### src/rtl/known_sink_update_pkg.sv
// Shared definitions for the known-sinks learning stage: word width, address map,
// table capacity, FSM state encodings and the entry address helper.
package known_sink_update_pkg;

    localparam int WORD_WIDTH = 16;
    localparam int ADDR_WIDTH = 11;
    localparam int MAX_SINKS_DEF = 32;

    localparam logic [ADDR_WIDTH-1:0] FLAG_ADDR_DEF          = 11'h002;
    localparam logic [ADDR_WIDTH-1:0] SINK_BASE_DEF          = 11'h008;
    localparam logic [ADDR_WIDTH-1:0] NBR_TABLE_BASE_DEF     = 11'h048;
    localparam logic [ADDR_WIDTH-1:0] CLUSTER_TABLE_BASE_DEF = 11'h248;
    localparam logic [ADDR_WIDTH-1:0] COUNT_ADDR_DEF         = 11'h688;

    typedef enum logic [2:0] {
        ST_IDLE  = 3'd0,
        ST_ARMED = 3'd1,
        ST_RDCNT = 3'd2,
        ST_SCAN  = 3'd3,
        ST_WRENT = 3'd4,
        ST_WRCNT = 3'd5,
        ST_WRFLG = 3'd6
    } state_t;

    // Entries are 16-bit words, so index j sits at base + 2*j.
    function automatic logic [ADDR_WIDTH-1:0] entry_addr(input logic [ADDR_WIDTH-1:0] base,
                                                         input logic [WORD_WIDTH-1:0] idx);
        logic [WORD_WIDTH-1:0] off;
        off = idx << 1;
        return base + off[ADDR_WIDTH-1:0];
    endfunction

endpackage

### src/rtl/known_sink_update_scan.sv
// sink_scan_counter: table index j, address of the next entry to read, and the
// "next index reaches the count" terminal compare used by the scan loop.
module sink_scan_counter
    import known_sink_update_pkg::*;
#(
    parameter logic [ADDR_WIDTH-1:0] SINK_BASE = SINK_BASE_DEF
) (
    input  logic                  clock,
    input  logic                  nrst,
    input  logic                  i_clr,
    input  logic                  i_inc,
    input  logic [WORD_WIDTH-1:0] i_n,
    output logic [ADDR_WIDTH-1:0] o_next_addr,
    output logic                  o_last
);

    logic [WORD_WIDTH-1:0] r_j;
    logic [WORD_WIDTH-1:0] w_j_next;

    assign w_j_next    = r_j + 16'd1;
    assign o_next_addr = entry_addr(SINK_BASE, w_j_next);
    assign o_last      = (w_j_next == i_n);

    always_ff @(posedge clock or negedge nrst) begin
        if (!nrst) begin
            r_j <= '0;
        end else if (i_clr) begin
            r_j <= '0;
        end else if (i_inc) begin
            r_j <= w_j_next;
        end
    end

endmodule

### src/rtl/known_sink_update.sv
// Known-sinks table updater: scans for an announced sink ID and appends it if absent.
// Optional KNOWN_SINK_FLAG_CLEAR_EN adds a final write zeroing the forAggregation flag word.
module known_sink_update
    import known_sink_update_pkg::*;
#(
    parameter int                    MAX_SINKS  = MAX_SINKS_DEF,
    parameter logic [ADDR_WIDTH-1:0] SINK_BASE  = SINK_BASE_DEF,
    parameter logic [ADDR_WIDTH-1:0] COUNT_ADDR = COUNT_ADDR_DEF,
    parameter logic [ADDR_WIDTH-1:0] FLAG_ADDR  = FLAG_ADDR_DEF
) (
    input  logic                  clock,
    input  logic                  nrst,
    input  logic                  en,
    input  logic                  start,
    input  logic [WORD_WIDTH-1:0] SINK_ID,
    input  logic [WORD_WIDTH-1:0] data_in,
    output logic [ADDR_WIDTH-1:0] address,
    output logic                  wr_en,
    output logic [WORD_WIDTH-1:0] data_out,
    output logic                  added,
    output logic                  duplicate,
    output logic                  full,
    output logic                  done
);

    localparam logic [WORD_WIDTH-1:0] MAX_W = WORD_WIDTH'(MAX_SINKS);

`ifndef KNOWN_SINK_FLAG_CLEAR_EN
    localparam logic [ADDR_WIDTH-1:0] unused_flag_addr = FLAG_ADDR;
`endif

    state_t                r_state, w_state_next;
    logic [ADDR_WIDTH-1:0] r_addr,  w_addr_next;
    logic                  r_wr,    w_wr_next;
    logic [WORD_WIDTH-1:0] r_dout,  w_dout_next;
    logic [WORD_WIDTH-1:0] r_id,    w_id_next;
    logic [WORD_WIDTH-1:0] r_n,     w_n_next;
    logic                  r_added, w_added_next;
    logic                  r_dup,   w_dup_next;
    logic                  r_full,  w_full_next;
    logic                  r_done,  w_done_next;

    logic                  w_cnt_clr;
    logic                  w_cnt_inc;
    logic [ADDR_WIDTH-1:0] w_next_addr;
    logic                  w_last;
    logic [WORD_WIDTH-1:0] w_count;

    // A corrupted count larger than the table is treated as a full table.
    assign w_count = (data_in > MAX_W) ? MAX_W : data_in;

    sink_scan_counter #(
        .SINK_BASE (SINK_BASE)
    ) u_scan (
        .clock       (clock),
        .nrst        (nrst),
        .i_clr       (w_cnt_clr),
        .i_inc       (w_cnt_inc),
        .i_n         (r_n),
        .o_next_addr (w_next_addr),
        .o_last      (w_last)
    );

    always_ff @(posedge clock or negedge nrst) begin
        if (!nrst) begin
            r_state <= ST_IDLE;
            r_addr  <= COUNT_ADDR;
            r_wr    <= 1'b0;
            r_dout  <= '0;
            r_id    <= '0;
            r_n     <= '0;
            r_added <= 1'b0;
            r_dup   <= 1'b0;
            r_full  <= 1'b0;
            r_done  <= 1'b0;
        end else begin
            r_state <= w_state_next;
            r_addr  <= w_addr_next;
            r_wr    <= w_wr_next;
            r_dout  <= w_dout_next;
            r_id    <= w_id_next;
            r_n     <= w_n_next;
            r_added <= w_added_next;
            r_dup   <= w_dup_next;
            r_full  <= w_full_next;
            r_done  <= w_done_next;
        end
    end

    always_comb begin
        w_state_next = r_state;
        w_addr_next  = r_addr;
        w_wr_next    = 1'b0;
        w_dout_next  = r_dout;
        w_id_next    = r_id;
        w_n_next     = r_n;
        w_added_next = r_added;
        w_dup_next   = r_dup;
        w_full_next  = r_full;
        w_done_next  = r_done;
        w_cnt_clr    = 1'b0;
        w_cnt_inc    = 1'b0;

        unique case (r_state)
            ST_IDLE: begin
                if (en) begin
                    w_added_next = 1'b0;
                    w_dup_next   = 1'b0;
                    w_full_next  = 1'b0;
                    w_done_next  = 1'b0;
                    w_addr_next  = COUNT_ADDR;
                    w_state_next = ST_ARMED;
                end
            end
            ST_ARMED: begin
                if (start) begin
                    w_id_next    = SINK_ID;
                    w_state_next = ST_RDCNT;
                end
            end
            ST_RDCNT: begin
                w_n_next  = w_count;
                w_cnt_clr = 1'b1;
                if (w_count == '0) begin
                    w_wr_next    = 1'b1;
                    w_addr_next  = SINK_BASE;
                    w_dout_next  = r_id;
                    w_state_next = ST_WRENT;
                end else begin
                    w_addr_next  = SINK_BASE;
                    w_state_next = ST_SCAN;
                end
            end
            ST_SCAN: begin
                if (data_in == r_id) begin
                    w_dup_next   = 1'b1;
                    w_done_next  = 1'b1;
                    w_state_next = ST_IDLE;
                end else begin
                    w_cnt_inc   = 1'b1;
                    w_addr_next = w_next_addr;
                    if (w_last) begin
                        if (r_n == MAX_W) begin
                            w_full_next  = 1'b1;
                            w_done_next  = 1'b1;
                            w_state_next = ST_IDLE;
                        end else begin
                            w_wr_next    = 1'b1;
                            w_dout_next  = r_id;
                            w_state_next = ST_WRENT;
                        end
                    end
                end
            end
            // Entry is committed this edge; the count follows so a reset in between
            // leaves the new entry outside the valid range.
            ST_WRENT: begin
                w_wr_next    = 1'b1;
                w_addr_next  = COUNT_ADDR;
                w_dout_next  = r_n + 16'd1;
                w_state_next = ST_WRCNT;
            end
            ST_WRCNT: begin
`ifdef KNOWN_SINK_FLAG_CLEAR_EN
                w_wr_next    = 1'b1;
                w_addr_next  = FLAG_ADDR;
                w_dout_next  = '0;
                w_state_next = ST_WRFLG;
`else
                w_added_next = 1'b1;
                w_done_next  = 1'b1;
                w_state_next = ST_IDLE;
`endif
            end
            ST_WRFLG: begin
                w_added_next = 1'b1;
                w_done_next  = 1'b1;
                w_state_next = ST_IDLE;
            end
            default: begin
                w_state_next = ST_IDLE;
            end
        endcase
    end

    assign address   = r_addr;
    assign wr_en     = r_wr;
    assign data_out  = r_dout;
    assign added     = r_added;
    assign duplicate = r_dup;
    assign full      = r_full;
    assign done      = r_done;

endmodule

### config.mk
export PLATFORM = sky130hd
export DESIGN_NAME = known_sink_update
export DESIGN_NICKNAME = d
export VERILOG_FILES = /design/src/rtl/known_sink_update_pkg.sv /design/src/rtl/known_sink_update_scan.sv /design/src/rtl/known_sink_update.sv
export SDC_FILE = /design/constraint.sdc
export NUM_CORES = 1
export LEC_CHECK = 0
export BUFFER_PORTS_ARGS = -buffer_cell sky130_fd_sc_hd__buf_2
export CAP_MARGIN = 15
export CORE_MARGIN = 3
export CORE_UTILIZATION = 30
export DETAILED_ROUTE_END_ITERATION = 10
export PLACE_DENSITY = 0.53
export SLEW_MARGIN = 20
export SYNTH_ARGS = -nofsm -noshare
export SYNTH_HDL_FRONTEND = slang
export SYNTH_HIERARCHICAL = 1
export SYNTH_SLANG_ARGS = --single-unit
### constraint.sdc
create_clock -name clock -period 4.3 [get_ports clock]
set_clock_uncertainty 0.1 [all_clocks]
set_input_delay 0.43 -clock clock [delete_from_list [all_inputs] [get_ports clock]]
set_output_delay 0.43 -clock clock [all_outputs]
set_load 0.05 [all_outputs]
==> results.toml, run 1 <==
[outcome]
status = "completed"

[drt]
dr.max_layer_used = "met4"
drt-total-wl_mm = 13.0
wl_met2_mm = 5.98
viasPerCell = 5.08
drt-pass1-iter-count = 4
vias = 3949
drc = 0
post_drt_wl_per_cell_um = 16.7
drtAntennaViolNets = 0
first_iter_violations = 212
dr_wl_met3_um = 734
wl_met1_mm = 6.16

[logic_synthesis]
ys.warnings.count = 6
synth_edf_count = 0
syn-mean-instance-area_sq_um = 9.93
synth_top_area_share = 0.398
yosys.area.top_type = "dfrtp_1"
synth_seq_area_share = 0.419
synth_area_sq_um = 4970
ys_types = 71
synthArstFlopShare = 1.00
yosys-top-cells-area = "dfrtp_1 (40%), xnor2_1 (8.5%), mux2_2 (5.9%), nor2_1 (4.0%), xor2_1 (3.9%)"
syn-num-nets = 540
synthCells = 500
ys_ff_latch = 83
synth_ff_type = "dfrtp_1"

[cells_and_area]
diodes = 0
fin_util = 0.360
drive_gt1_frac = 0.258
area_growth_pct = 16.4
fin_area_sq_um = 5780
final_nets = 598

[flow_run]
max_cap_violations = 0

[floorplanning]
rows = 46
core_area_sq_um = 16100
start_util = 0.309
pin_count = 68
die_w_um = 135
die_y_um = 135
die_area_sq_um = 18100

[worst_setup_path]
crit_fanout = 17
required_ns = 4.42
startpoint_type = "flop"
crit_path_end_kind = "flop"
reg2regPathDepth = 12
r2r-end = "data_out[0]"
reg2reg_from = "u_scan/r_j[0]"
r2r_slack_ns = 0.39
critPathKind = "reg -> reg"
critPathArrivalTime_ns = 4.03

[power_and_ir_drop]
power_w = 0.00313
leakage_nw = 2.47
ir_drop_v = 0.000242
pwr_density_cell_nw_per_um2 = 541

[clocking]
clkTransAtPathRegs_ns = 0.06
cts_sinks = 83
ctsHoldBuffers = 0
clockRootBuffer = "clkbuf_16"
cts_tree = "yes"
cts_max_level = 3
cts_buffers = 9
cts_buffer_depth = 2
insertion_delay_ns = 0.35

[global_routing]
grt_util_all_layers = 0.147
antenna_found_initial = 0
grt_pass1_wl_mm = 21.3
grt_pass1_vias = 4008
grt_overflow_total = 0
grt_max_degree = 84

[sta]
max_clock_freq_ghz = 0.256
max-slew-margin-rel = 0.489
whs_ns = 0.0397
finalSetupTns_ns = 0
maxSlewViolCount = 0
hold_viol = 0
tightest_slew_ns = 0.767
grt_setup_unrepaired = "false"
layout_min_cycle_time_ns = 3.91
timing.final.crit_share = 0.909
final-setup-viol-count = 0

[placement]
port-buffer-count = 67
globalplace.congestion = 0.838
placed_cell_area_sq_um = 5490
hpwl_mm = 9.56

[min_path]
hold_class = "in -> async"
## timing repair
item                                    4_1_cts  5_1_grt
endpoints found under the setup margin        0        7
setup buffers                                 0        0
resized for setup                             0        1
## worst max-delay path by stage
stage | startpoint | endpoint | cells past startpoint
3_3_place_gp | u_scan/r_j[0] | data_out[15] | 12
4_1_cts | u_scan/r_j[0] | data_out[0] | 12
5_1_grt | u_scan/r_j[0] | data_out[0] | 12
2_1_floorplan | u_scan/r_j[1] | data_out[10] | 12
3_5_place_dp | u_scan/r_j[0] | data_out[0] | 12
6_report | u_scan/r_j[0] | data_out[0] | 12
## metal layers
metal / vias up / track usage
met5: - / 0
met4: 0 / 0.0328
met3: 12 / 0.0443
met2: 110 / 0.228
met1: 1939 / 0.203
li1: 1888 / -
## cell type report
| type | instances | area (sq um) |
|---|---|---|
| Fill cell | 1665 | 10300 |
| Multi-Input combinational cell | 375 | 2690 |
| Sequential cell | 83 | 2080 |
| Timing Repair Buffer | 76 | 409 |
| Clock buffer | 14 | 274 |
| Tap cell | 216 | 270 |
| Inverter | 13 | 48.8 |
| Clock inverter | 1 | 7.51 |
## synth_stat cells, types with 3 or more instances
master and instances:
o22ai_1 3, xnor2_1 48, clkbuf_1 15, a22oi_1 3
xor2_1 22, and2_1 9, a21oi_1 28, nand2_1 27
dfstp_2 4, nand4_1 15, mux2_2 26, nand3_1 15
o21ai_0 22, nand2b_1 6, dfrtp_1 79, ha_1 4
buf_2 8, a32o_1 8, nor3_2 3, nor2_1 53
nor3_1 10, inv_1 12, nor4_1 7, nor4b_1 3
mux2_4 9
## report_power, final
part,internal (W),total (W),leakage (nW),switching (W)
clock network,0.000436,0.000744,0.135,0.000308
logic,0.000447,0.00121,1.25,0.000763
registers,0.000977,0.00117,1.09,0.000195
total,0.00186,0.00313,2.47,0.00127
## per-stage QoR
| step | instances | setup slack, ns |
|---|---|---|
| 6_report | 778 | 0.391 |
| 5_1_grt | 778 | 0.117 |
| 4_1_cts | 778 | 0.280 |
| 3_5_place_dp | 763 | 0.310 |
| 3_3_place_gp | 763 | 0.491 |
| 2_1_floorplan | 500 | 1.05 |
## worst max-delay path, cell delays in order, from the launching register on
cell      delay [ns]
dfrtp_1         0.56
ha_2            0.42
nand4_1         0.18
nor2_1          0.43
nand2_1         0.18
o32ai_2         0.23
o22ai_1         0.11
nor4_1          0.35
buf_4           0.19
nand4b_1        0.17
o21ai_4         0.18
buf_4           0.30
mux2_2          0.38
## sequential cells by signal, summed over array words and instances, names as in the netlist, 3 cells and up
| name | count |
|---|---|
| data_out | 16 |
| address | 11 |
| r_state | 3 |
| r_id | 16 |
| r_n | 16 |
| u_scan/r_j | 16 |
## kinds of logic (layout without fill, tap and decap cells)
logic type / Yosys count / count (layout) / share of synthesized area
compound gates: 92 / 92 / 0.126
xor+xnor: 70 / 70 / 0.123
fa+ha+maj: 4 / 4 / 0.0101
buf+inv: 42 / 104 / 0.0403
flops: 83 / 83 / 0.419
mux: 37 / 37 / 0.0902
other cells: 1 / 1 / 0.000755
simple gates: 171 / 171 / 0.190
## layout by cell type, fill, tap and decap left out, drive strengths merged, types with 6 or more instances in the layout
master | synthesis | final
dfrtp | 79 | 79
buf | 13 | 76
inv | 12 | 12
nand3 | 16 | 16
xnor2 | 48 | 48
a21oi | 28 | 28
nand2b | 6 | 6
mux2 | 35 | 35
nand4 | 15 | 15
and2 | 9 | 9
clkbuf | 15 | 14
nor2 | 53 | 53
nand2 | 28 | 28
xor2 | 22 | 22
nor3 | 14 | 14
nor4 | 10 | 10
o21ai | 24 | 24
a32o | 8 | 8
Power figures use the tool's default switching activity.
==> inputs of run 2 (changes only) <==
- ABC_AREA: unset -> 1
==> run 2 against run 1 <==
Compared with the run above:
- clock power rose by 12%
- largest power group unchanged
- global-route usage up 0.51 points
- sequential cell count is the same
==> results.toml, run 2 <==
[worst_setup_path]
critPathArrivalTime_ns = 3.09
startpoint_type = "flop"
crit_path_end_kind = "flop"
required_ns = 4.48
reg2regPathDepth = 16
critPathKind = "reg -> reg"
crit_fanout = 18

[logic_synthesis]
yosysMostFrequentCell = "nand2_1"
synth_top_area_share = 0.376
synth_edf_count = 0
yosys-top-cells-area = "dfrtp_1 (38%), nand2_1 (15%), inv_1 (6.8%), nand3_1 (6.7%), nor2_1 (4.5%)"
ys_top_cells_by_count = "nand2_1 (206), inv_1 (95), dfrtp_1 (79)"
synthArstFlopShare = 1.00
synthXorXnorAreaFrac = 0.0317
synthMuxAreaShare = 0
ys.warnings.count = 6
yosys.area.top_type = "dfrtp_1"
synth-simple-area-share = 0.366
synth_seq_area_share = 0.396
syn-num-nets = 773
synthCells = 733
syn-mean-instance-area_sq_um = 7.17
ys_types = 40
synth_ff_type = "dfrtp_1"
synth_area_sq_um = 5260
synth_top_family_by_area = "simple AND/OR/NAND/NOR gates"
synth-adder-area-share = 0.00952
synth_compound_area_frac = 0.0955
ys_ff_latch = 83

[global_routing]
grt_pass1_wl_mm = 24.0
grt_overflow_total = 0
grt_pass1_vias = 4653
antenna_found_initial = 0
grt_max_degree = 54
grt_util_all_layers = 0.152

[sta]
setup_slack_ns = 1.39
maxSlewViolCount = 0
grt_setup_unrepaired = "false"
timing.final.crit_share = 0.676
hold_viol = 0
final-setup-viol-count = 0
finalSetupTns_ns = 0
tightest_slew_ns = 0.721
max-slew-margin-rel = 0.519
max_clock_freq_ghz = 0.344
layout_min_cycle_time_ns = 2.91

[drt]
first_iter_violations = 307
drt-total-wl_mm = 14.1
viasPerCell = 4.62
drc = 0
drtAntennaViolNets = 0
drt-pass1-iter-count = 5
post_drt_wl_per_cell_um = 13.8
vias = 4721

[floorplanning]
die_y_um = 138
start_util = 0.311
pin_count = 68
rows = 47
die_area_sq_um = 19100
die_w_um = 138
core_area_sq_um = 16900

[clocking]
cts_tree = "yes"
cts-resized-gates = 0
cts_sinks = 83
ctsHoldBuffers = 0
cts_buffer_depth = 2
cts_max_level = 3
clockRootBuffer = "clkbuf_16"
clkTransAtPathRegs_ns = 0.06
insertion_delay_ns = 0.35
cts_setup_buffers = 0
cts_buffers = 9

[power_and_ir_drop]
ir_drop_v = 0.000334
pwr_density_cell_nw_per_um2 = 575
leakage_nw = 3.16

[outcome]
status = "completed"

[cells_and_area]
layout_commonest_cell = "nand2_1"
final_nets = 838
final_cell_mix = "nand2_1 (206), inv_1 (95), dfrtp_1 (79)"
area_growth_pct = 15.9
drive_gt1_frac = 0.203
fillers = 1802
diodes = 0

[min_path]
hold_class = "in -> async"

[placement]
port-buffer-count = 67
hpwl_mm = 10.8
pre_cts_slack_ns = 1.42
globalplace.congestion = 0.855

[flow_run]
max_cap_violations = 0
[run 2: critical path, cell delays in order (launching register included)]
cell,delay (ns)
dfrtp_1,0.42
ha_1,0.25
nand2_2,0.14
nand2_1,0.16
nand2_1,0.09
nand2_1,0.04
nor2_1,0.12
nand3_1,0.11
nor2_1,0.11
nand2_1,0.05
nor2_1,0.08
nand2_1,0.06
nor2_1,0.30
nand4_4,0.38
nand2_8,0.29
nand2_1,0.07
nand2_1,0.06
[run 2: metrics by stage]
step	cell area [sq um]	hold slack, ns	cells	util	total power (W)
after floorplan	5260	0.0344	733	-	0.00235
after global routing	6090	0.0988	1022	0.361	0.00376
after detailed placement	5780	0.364	1007	0.343	0.00270
final	6090	0.0255	1022	0.361	0.00351
after CTS	6090	0.0673	1022	0.361	0.00355
after global placement	5780	0.363	1007	0.343	0.00270
[run 2: worst paths after layout]
kind,start,endpoint,slack (ns)
min,nrst,r_id[13],0.03
max in group asynchronous,nrst,address[9],3.13
max reg2reg,u_scan/r_j[0],data_out[15],1.39
min in group clock,en,duplicate,0.17
min reg2reg,address[7],address[7],0.37
max,u_scan/r_j[0],data_out[15],1.39
[run 2: power by group]
part	switching, W	total [W]	internal, W
sequential	0.000138	0.00114	0.000998
combinational	0.00113	0.00153	0.000403
clock	0.000314	0.000837	0.000523
total	0.00158	0.00351	0.00192
[run 2: kinds of logic (layout without fill, tap and decap cells)]
kind of cell	after synthesis	in the layout
AND/OR/NAND/NOR	413	413
buffers and inverters	128	197
flip-flops	83	83
other	1	1
AO/OA/AOI/OAI	85	85
adder cells (fa/ha/maj)	4	4
XOR/XNOR	19	19
[run 2: final cells by class]
cell class | count | area [sq um] | area share
multi-input cells | 522 | 2650 | 0.434
repair buffers | 70 | 360 | 0.0591
well taps | 220 | 275 | 0.0452
clock buffers | 13 | 250 | 0.0411
flip-flops and latches | 83 | 2080 | 0.342
inverters | 112 | 420 | 0.0690
clock inverters | 2 | 60.1 | 0.00986
[run 2: metal layers]
layer	part of all wire	up-vias	GRT usage
li1	-	2446	-
met1	0.49	2151	0.212
met2	0.44	114	0.239
met3	0.054	10	0.0394
met4	0.012	0	0.0322
met5	0	-	0
==> inputs of run 3 (changes only) <==
- PLACE_DENSITY: 0.53 -> 0.55
- clock period: 4.3 -> 2.4 ns (I/O delays scaled with it)
==> run 3 against run 2 <==
Compared with the run above:
- critical path depth is 3 lower
- cell count grew 4.4%
- die area stayed put
- worst hold slack better by 0.0081 ns
- utilization grew 3.3 points
- the run now ends with setup timing left
- highest routed layer unchanged
- largest power group unchanged
- critical endpoint is now data_out[5]
- critical path type unchanged
- sequential cell count is the same
==> results.toml, run 3 (synthesis results as in run 2) <==
[outcome]
status = "finished, violations left"
violations = "setup timing"

[drt]
vias = 4914
first_iter_violations = 315
viasPerCell = 4.61
drt-total-wl_mm = 14.5
post_drt_wl_per_cell_um = 13.6
drc = 0
drt-pass1-iter-count = 5
drtAntennaViolNets = 0

[global_routing]
grt_max_degree = 53
grt_util_all_layers = 0.153
use_met1 = 0.202
grt_pass1_wl_mm = 23.9
antenna_found_initial = 0
top_usage_layer = "met2"
gr-usage-met3 = 0.0338
met2_usage = 0.253
grt_pass1_vias = 4713
grt_overflow_total = 0

[sta]
maxSlewViolCount = 0
hold_viol = 0
setup_slack_ns = -0.0907
final-setup-viol-count = 20
layout_min_cycle_time_ns = 2.49
timing.final.crit_share = 1.04
grt_setup_unrepaired = "true"
whs_ns = 0.0336
max_clock_freq_ghz = 0.401

[cells_and_area]
final_nets = 882
final_cell_mix = "nand2_1 (204), inv_1 (95), dfrtp_1 (76)"
drive_gt1_frac = 0.275
fillers = 1771
final_cells = 1067
area_growth_pct = 26.5
fin_area_sq_um = 6650
layout_commonest_cell = "nand2_1"
diodes = 0

[worst_setup_path]
r2r-end = "data_out[5]"
crit_start = "u_scan/r_j[1]"
crit_path_end_kind = "flop"
required_ns = 2.54
critPathKind = "reg -> reg"
reg2reg_from = "u_scan/r_j[1]"
startpoint_type = "flop"
r2r_slack_ns = -0.09
critPathArrivalTime_ns = 2.63
reg2regPathDepth = 13
crit_fanout = 17

[clocking]
cts_buffers = 9
cts_buffer_depth = 2
cts_sinks = 83
cts_tree = "yes"
clockRootBuffer = "clkbuf_16"
insertion_delay_ns = 0.35
clkTransAtPathRegs_ns = 0.07
cts_max_level = 3

[floorplanning]
core_area_sq_um = 16900
die_y_um = 138
pin_count = 68
die_area_sq_um = 19100
rows = 47
start_util = 0.311
die_w_um = 138

[placement]
globalplace.congestion = 0.860
hpwl_mm = 11.1
placed_cell_area_sq_um = 6120
pre_cts_slack_ns = -0.132
port-buffer-count = 67
dpl.cell_count = 1047

[min_path]
hold_end = "r_id[11]"
min_from = "SINK_ID[11]"
min_path_cells = 3
hold_class = "in -> reg"

[power_and_ir_drop]
pwr_density_cell_nw_per_um2 = 996
ir_drop_v = 0.000611
leakage_nw = 3.43

[flow_run]
max_cap_violations = 0
## run 3: changes by cell type in the layout (fill, tap and decap cells not counted), sizes merged
| cell | before | now |
|---|---|---|
| buf | 70 | 111 |
| clkbuf | 13 | 10 |
| clkinv | 0 | 3 |
| dlygate4sd3 | 0 | 2 |
| clkinvlp | 0 | 1 |
| nor2 | 77 | 78 |
## run 3: area by class of cell
cell class | count | area (sq um) | area share
Tap cell | 220 | 275 | 0.0414
Clock inverter | 6 | 90.1 | 0.0136
Inverter | 112 | 423 | 0.0636
Clock buffer | 10 | 229 | 0.0344
Timing Repair Buffer | 113 | 737 | 0.111
Sequential cell | 83 | 2090 | 0.314
Multi-Input combinational cell | 523 | 2810 | 0.422
## run 3: what timing repair did
action / CTS / global route
pin swaps: 5 / 18
hold buffers: 2 / 0
gates resized for setup: 17 / 21
setup endpoints to repair: 21 / 25
setup buffers: 1 / 0
hold endpoints to repair: 32 / 0
cloned: 1 / 0
## run 3: worst max-delay path, stage by stage (launching register included)
cell	delay [ns]
dfrtp_1	0.44
ha_4	0.23
nand2_8	0.08
nor2_4	0.19
nand3_2	0.12
xor2_2	0.20
xor2_1	0.15
nand3_1	0.09
nor2_2	0.16
buf_6	0.13
nand4_4	0.14
buf_12	0.20
nand3_1	0.08
nand2_1	0.06
## run 3: report_power, final
group          total, W  internal (W)  switching, W  leakage, nW
combinational   0.00306      0.000936       0.00212         2.22
sequential      0.00204       0.00179      0.000255         1.06
clock           0.00152      0.000914      0.000607        0.153
## run 3: worst max path at each step
| stage | end | slack, ns | cells after the start |
|---|---|---|---|
| after detailed placement | r_state[0] | -0.13 | 14 |
| after CTS | data_out[5] | -0.04 | 16 |
| after global placement | done | -0.1 | 18 |
| final | data_out[5] | -0.09 | 13 |
| after floorplan | data_out[10] | 0.05 | 12 |
| after global routing | done | -0.26 | 18 |
## run 3: stage by stage
stage,total power [W],utilization,setup TNS [ns]
2_1_floorplan,0.00420,-,0
3_3_place_gp,0.00503,0.363,-1.57
3_5_place_dp,0.00504,0.363,-2.11
4_1_cts,0.00664,0.388,-0.431
5_1_grt,0.00706,0.394,-4.66
6_report,0.00662,0.394,-1.31
## run 3: routing by layer
layer | up-vias | wire (um)
li1 | 2531 | -
met1 | 2263 | 6900
met3 | 19 | 617
met2 | 101 | 6780
met5 | - | 0
met4 | 0 | 208
